$ cat src/rtl/mem_arbiter.sv
// Two-port (CPU / debug loader) arbiter and sequencer for a single-port byte memory.
// Round-robin by default; define MEM_ARB_FIXED_PRIO_EN for fixed debug priority.
module mem_arbiter #(
  parameter int ADDR_W = 5,
  parameter int DATA_W = 8
) (
  input  logic              clk,
  input  logic              reset,
  input  logic              cpu_req,
  input  logic              cpu_we,
  input  logic [ADDR_W-1:0] cpu_addr,
  input  logic [DATA_W-1:0] cpu_wdata,
  output logic              cpu_gnt,
  output logic              cpu_rvalid,
  output logic [DATA_W-1:0] cpu_rdata,
  input  logic              dbg_req,
  input  logic              dbg_we,
  input  logic [ADDR_W-1:0] dbg_addr,
  input  logic [DATA_W-1:0] dbg_wdata,
  output logic              dbg_gnt,
  output logic              dbg_rvalid,
  output logic [DATA_W-1:0] dbg_rdata,
  output logic              mem_en,
  output logic              mem_we,
  output logic [ADDR_W-1:0] mem_addr,
  output logic [DATA_W-1:0] mem_wdata,
  input  logic [DATA_W-1:0] mem_rdata
);

  typedef enum logic [1:0] {IDLE, ISSUE, RESP} state_t;

  state_t state;
  logic   owner;    // 0 = cpu, 1 = dbg
  logic   arb_pt;
  logic   req_c, req_d;
  logic   win;
`ifndef MEM_ARB_FIXED_PRIO_EN
  logic   last_winner;
`endif

  // mem_* hold the latched request while in ISSUE, so mem_we doubles as the access type.
  always_comb begin
    arb_pt = (state == IDLE) || (state == RESP) || (state == ISSUE && mem_we);
    req_c  = cpu_req && !(state == ISSUE && !owner);
    req_d  = dbg_req && !(state == ISSUE &&  owner);
`ifdef MEM_ARB_FIXED_PRIO_EN
    win    = req_d;
`else
    win    = (req_c && req_d) ? ~last_winner : req_d;
`endif
  end

  always_ff @(posedge clk or negedge reset) begin
    if (!reset) begin
      state       <= IDLE;
      owner       <= 1'b0;
      cpu_gnt     <= 1'b0;
      dbg_gnt     <= 1'b0;
      cpu_rvalid  <= 1'b0;
      dbg_rvalid  <= 1'b0;
      mem_en      <= 1'b0;
      mem_we      <= 1'b0;
      mem_addr    <= '0;
      mem_wdata   <= '0;
`ifndef MEM_ARB_FIXED_PRIO_EN
      last_winner <= 1'b1;
`endif
    end else begin
      cpu_gnt    <= 1'b0;
      dbg_gnt    <= 1'b0;
      cpu_rvalid <= 1'b0;
      dbg_rvalid <= 1'b0;
      mem_en     <= 1'b0;
      mem_we     <= 1'b0;
      mem_addr   <= '0;
      mem_wdata  <= '0;
      if (arb_pt) begin
        if (req_c || req_d) begin
          state     <= ISSUE;
          owner     <= win;
          cpu_gnt   <= !win;
          dbg_gnt   <= win;
          mem_en    <= 1'b1;
          mem_we    <= win ? dbg_we    : cpu_we;
          mem_addr  <= win ? dbg_addr  : cpu_addr;
          mem_wdata <= win ? dbg_wdata : cpu_wdata;
`ifndef MEM_ARB_FIXED_PRIO_EN
          last_winner <= win;
`endif
        end else begin
          state <= IDLE;
        end
      end else begin
        // read in ISSUE: data returns next cycle to the owner only
        state      <= RESP;
        cpu_rvalid <= !owner;
        dbg_rvalid <= owner;
      end
    end
  end

  assign cpu_rdata = cpu_rvalid ? mem_rdata : '0;
  assign dbg_rdata = dbg_rvalid ? mem_rdata : '0;

endmodule

$ cat config.mk
export PLATFORM = sky130hd
export DESIGN_NAME = mem_arbiter
export DESIGN_NICKNAME = d
export VERILOG_FILES = /design/src/rtl/mem_arbiter.sv
export SDC_FILE = /design/constraint.sdc
export NUM_CORES = 1
export LEC_CHECK = 0
export BUFFER_PORTS_ARGS = -buffer_cell sky130_fd_sc_hd__buf_4
export CAP_MARGIN = 25
export CELL_PAD_IN_SITES_DETAIL_PLACEMENT = 0
export CELL_PAD_IN_SITES_GLOBAL_PLACEMENT = 2
export CORE_MARGIN = 1
export CORE_UTILIZATION = 27
export CTS_BUF_LIST = sky130_fd_sc_hd__clkbuf_4
export CTS_CLUSTER_SIZE = 16
export DETAILED_ROUTE_END_ITERATION = 16
export MAX_ROUTING_LAYER = met4
export PLACE_DENSITY = 0.95
export SKIP_LAST_GASP = 1
export SLEW_MARGIN = 20
export SYNTH_ARGS = -nofsm -noshare
export SYNTH_HDL_FRONTEND = slang
export SYNTH_SLANG_ARGS = --single-unit
$ cat constraint.sdc
create_clock -name clk -period 2.5 [get_ports clk]
set_input_delay 0.375 -clock clk [delete_from_list [all_inputs] [get_ports clk]]
set_output_delay 0.375 -clock clk [all_outputs]
set_load 0.1 [all_outputs]
Word-level counts from Yosys, hierarchy flattened --
Index checks and enable logic that the tools add are counted.
Storage, ports and cells: flip-flop bits (word level) 23, word-level logic and storage cells 51
Operators by class: eq/ne operators 2, muxes and demuxes 22, bitwise gates (word level) 1, reduce and logical (&&, ||, !) cells 15
Operators by type and width (count):
- 8-bit two-way mux | 5
- 5-bit two-way mux | 3
- 1-bit two-way mux | 13
- 1-bit logical AND | 6
- 1-bit zero test | 4
- 1-bit logical OR | 3
- 2-bit by 1-bit equality test with 1-bit output, second input constant | 1
- 2-bit equality test, second input constant | 1
- 2-bit zero test | 1
- 2-bit two-way mux | 1
- 2-bit AND reduction | 1
- 1-bit inverter | 1

Logic depth before layout (Yosys ltp) --
depth after elaboration 9, depth in mapped cells 5

Worst setup path before layout --
Ideal clock, no wire load.
path type flip-flop to output port, start point reg cpu_rvalid, end point out cpu_rdata[7], data arrival time 1.836 ns, data required time 2.125 ns, setup slack 0.289 ns, cell stages (with the launch flop) 2, path buffers 0, cell sequence dfrtp_1 -> and2_1
Between the ends: word-level cells in the longest chain between the ends 1
RTL lines:
- from (decl) | line 14 | output logic cpu_rvalid,
- from (signal assigned) | line 96 | cpu_rvalid <= !owner;
- 8-bit two-way mux | line 102 | assign cpu_rdata = cpu_rvalid ? mem_rdata : '0;
- to (decl) | line 15 | output logic [DATA_W-1:0] cpu_rdata,
Every way passes these cells.

Worst setup path in the final report --
start point reg last_winner, end point reg mem_wdata[5]
Between the ends: word-level cells in the longest chain between the ends 5
RTL lines:
- from (decl) | line 38 | logic last_winner;
- from (signal assigned) | line 88 | last_winner <= win;
- 1-bit inverter | line 49 | win = (req_c && req_d) ? ~last_winner : req_d;
- 1-bit two-way mux | line 49
- 8-bit two-way mux | line 86 | mem_wdata <= win ? dbg_wdata : cpu_wdata;
- 8-bit two-way mux | line 78 | if (req_c || req_d) begin
- 8-bit two-way mux | line 77 | if (arb_pt) begin
- to (signal assigned) | line 86
- to (decl) | line 26 | output logic [DATA_W-1:0] mem_wdata,
Every way passes these cells. A chain may end at the register's enable or synchronous reset.

==> results.md <==
* Status: finished, final reports clean
* CTS clk-pin slew, worst paths at 0.13 ns
* Worst EP arrival at approximately 2.0 ns
* Die area at 4770 µm²
* Num Clock Sinks at 22
* Via-per-instance ratio at about 4.8
* # DRC at 0
* CTS Buf Count at 3
* Setup TNS at 0 ns
* Rows at 24
* Post-cts sizing count at 0
* Worst Skew at 0.0139 ns
* Mux share of post-synthesis cell area at 11.5%
* Post-Syn Instances at ~110
* Hold Buf Count CTS at 1
* # diodes at 0
* Root Buffer: clkbuf_4
* Core footprint at 4350 µm²
* Crit end category: register
* CTS tree: done
* Avg WL per Cell at 14.7 µm
* First-pass GRT wire length at 5840 µm
* Gr usage total at 15.6%
* R2R setup slack at 0.75 ns
* Antenna viol nets, final at 0
* Worst r2r src: last_winner$_DFFE_PN1P_
* Commonest non-fill, non-tap cell in the layout: buf_4
* Worst setup startpoint: last_winner$_DFFE_PN1P_
* Crit path depth at 4
* Port Buffer Count at 74
* Met3 wire len at 256 µm
* Largest family of logic cells by synthesized area: compound AO/OA/AOI/OAI gates
* Io pins at 75
* Slowest stage delay, CP at ~0.57 ns
* F_max at 0.573 GHz
* Total gr overflow at 0
* Die Ht at 69.1 µm
* Slew Viols, Final at 0
* Clock latency on the worst-skew pair at 0.32 ns
* Htree depth at 1
* Die W at ~69 µm
* Critical path type: reg -> reg
* Post-Synth Adder-Cell Area at 0%
* Number of distinct library cells after synthesis at 25
* Buf/Inv on CP at 1
* Crit path cell chain: nand2_1, o211ai_1, buf_4, mux2i_1
* Share of layout cells above drive strength 1 at 52.5%
* Final setup fails at 0
* Vias in the first global route at 1,229
* Commonest cells after routing, fill and taps aside: buf_4 (76), dfrtp_1 (21), and2_1 (17)
* Placer Congestion at 0.847
* Initial Utilization at 27.9%
* Setup bufs post-CTS at 0
* Slew @ Worst Pin at 0.765 ns
* Metal-1 WL at 1370 µm
* Syn-to-layout area delta at 49.9%
* Crit path to: mem_wdata[5]$_DFF_PN0_
* Met2 wire length at 1720 µm
* Initial DRC Count at 24
* CP required at roughly 2.8 ns
* Post-synthesis xor/xnor area fraction at 0%
* CP Max Fanout at 7
* R2R depth at 4
* Slew Limit Headroom at about half
* HPWL Detailed at 2610 µm
* Initial antenna violation count at 0
* FF-to-FF End: mem_wdata[5]$_DFF_PN0_
* Mean Syn Cell Area at 11.5 µm²
* MaxCap Viol Count at 0
* Synthesized flop and latch total at 22
* Largest net degree at the start of global routing at 23
* Final nets at 220
* Slowest CP cell: o211ai_1
* DRT Pass-1 Iters at 4
* HP Class: in -> reg
* Clock Path Buffers at 2
* Final WL at 3400 µm
* Compound-Gate Fraction of Synth Area at a little over a fifth
* Min cycle time layout at 1.75 ns
* Final worst-path cycle share at 69.8%
* Critical path's top delay family: compound AO/OA/AOI/OAI gates
* Post-synth net total at 146
* Simple-Gate Fraction of Synth Area at approximately 15%
* Synth warnings at 0
* Routed vias at 1,108
* Top Layer Used: met4
* Unrepaired setup endpoints after global routing: no
* Crit start category: register
* Mapped Area at 1210 µm²
* Fin. Hold Viols at 0
* Post-synthesis sequential area ratio at a little under half
[worst min-delay path: stages]
cell,delay (ns)
buf_4,0.11
o31ai_2,0.05
mux2i_1,0.06
[worst min-delay path by stage]
stage | depth (start not counted) | start | end
2_1_floorplan | 0 | reset | cpu_gnt$_DFF_PN0_
3_3_place_gp | 1 | reset | mem_wdata[5]$_DFF_PN0_
3_5_place_dp | 1 | reset | mem_wdata[5]$_DFF_PN0_
4_1_cts | 3 | cpu_wdata[3] | mem_wdata[3]$_DFF_PN0_
5_1_grt | 3 | cpu_wdata[3] | mem_wdata[3]$_DFF_PN0_
6_report | 3 | cpu_wdata[3] | mem_wdata[3]$_DFF_PN0_
[logic make-up after synthesis]
| kind of cell | count (synthesis) |
|---|---|
| AO/OA/AOI/OAI | 32 |
| buffers and inverters | 10 |
| flip-flops | 22 |
| multiplexers | 14 |
| AND/OR/NAND/NOR | 28 |
[flip-flops by register name (all words and copies together), names as in the netlist]
name	flops
cpu_gnt	1
owner	1
dbg_gnt	1
mem_we	1
mem_wdata	8
mem_en	1
cpu_rvalid	1
mem_addr	5
last_winner	1
dbg_rvalid	1
state	1
[synth_stat cells]
| master | number | area (µm²) |
|---|---|---|
| dfrtp_1 | 21 | 526 |
| and2_1 | 17 | 106 |
| mux2i_1 | 14 | 140 |
| o21ai_0 | 14 | 70.1 |
| o31ai_2 | 10 | 125 |
| o31ai_1 | 4 | 30.0 |
| buf_6 | 3 | 33.8 |
| clkbuf_1 | 2 | 7.51 |
| inv_1 | 2 | 7.51 |
| nor2_1 | 2 | 7.51 |
| nor2b_1 | 2 | 12.5 |
| o2bb2ai_1 | 2 | 17.5 |
| and2b_1 | 1 | 7.51 |
| and4b_1 | 1 | 10.0 |
| and4bb_4 | 1 | 16.3 |
| buf_2 | 1 | 5.00 |
| buf_4 | 1 | 7.51 |
| buf_8 | 1 | 15.0 |
| dfstp_2 | 1 | 26.3 |
| nand2_1 | 1 | 3.75 |
| nand3b_1 | 1 | 7.51 |
| nor3_1 | 1 | 5.00 |
| nor3_2 | 1 | 10.0 |
| o211ai_1 | 1 | 7.51 |
| o21ba_2 | 1 | 10.0 |
[routing by layer]
metal	global-route usage [%]	up-vias
li1	-	526
met1	17.8	522
met2	26.9	55
met3	3.65	5
met4	4.76	0
met5	-	-
[metrics by stage]
stage | hold slack (ns) | instances | util (%) | area, µm² | worst slack, ns
after floorplan | 0.0794 | 106 | - | 1210 | 0.289
after global placement | 0.276 | 226 | 40.9 | 1780 | 0.856
after detailed placement | 0.282 | 226 | 40.9 | 1780 | 0.757
after CTS | 0.291 | 231 | 41.8 | 1820 | 0.731
after global routing | 0.294 | 231 | 41.8 | 1820 | 0.611
final | 0.297 | 231 | 41.8 | 1820 | 0.755
[cell type report]
cell class	count	area (µm²)
fill	418	2530
multi-input combinational	74	587
timing repair buffer	77	581
sequential	22	552
tap	52	65.1
clock buffer	4	30.0
inverter	2	7.51
Power is left out: the tool's default activity adds up to more than one toggle a clock period on the data nets, which glitch-free logic cannot reach.
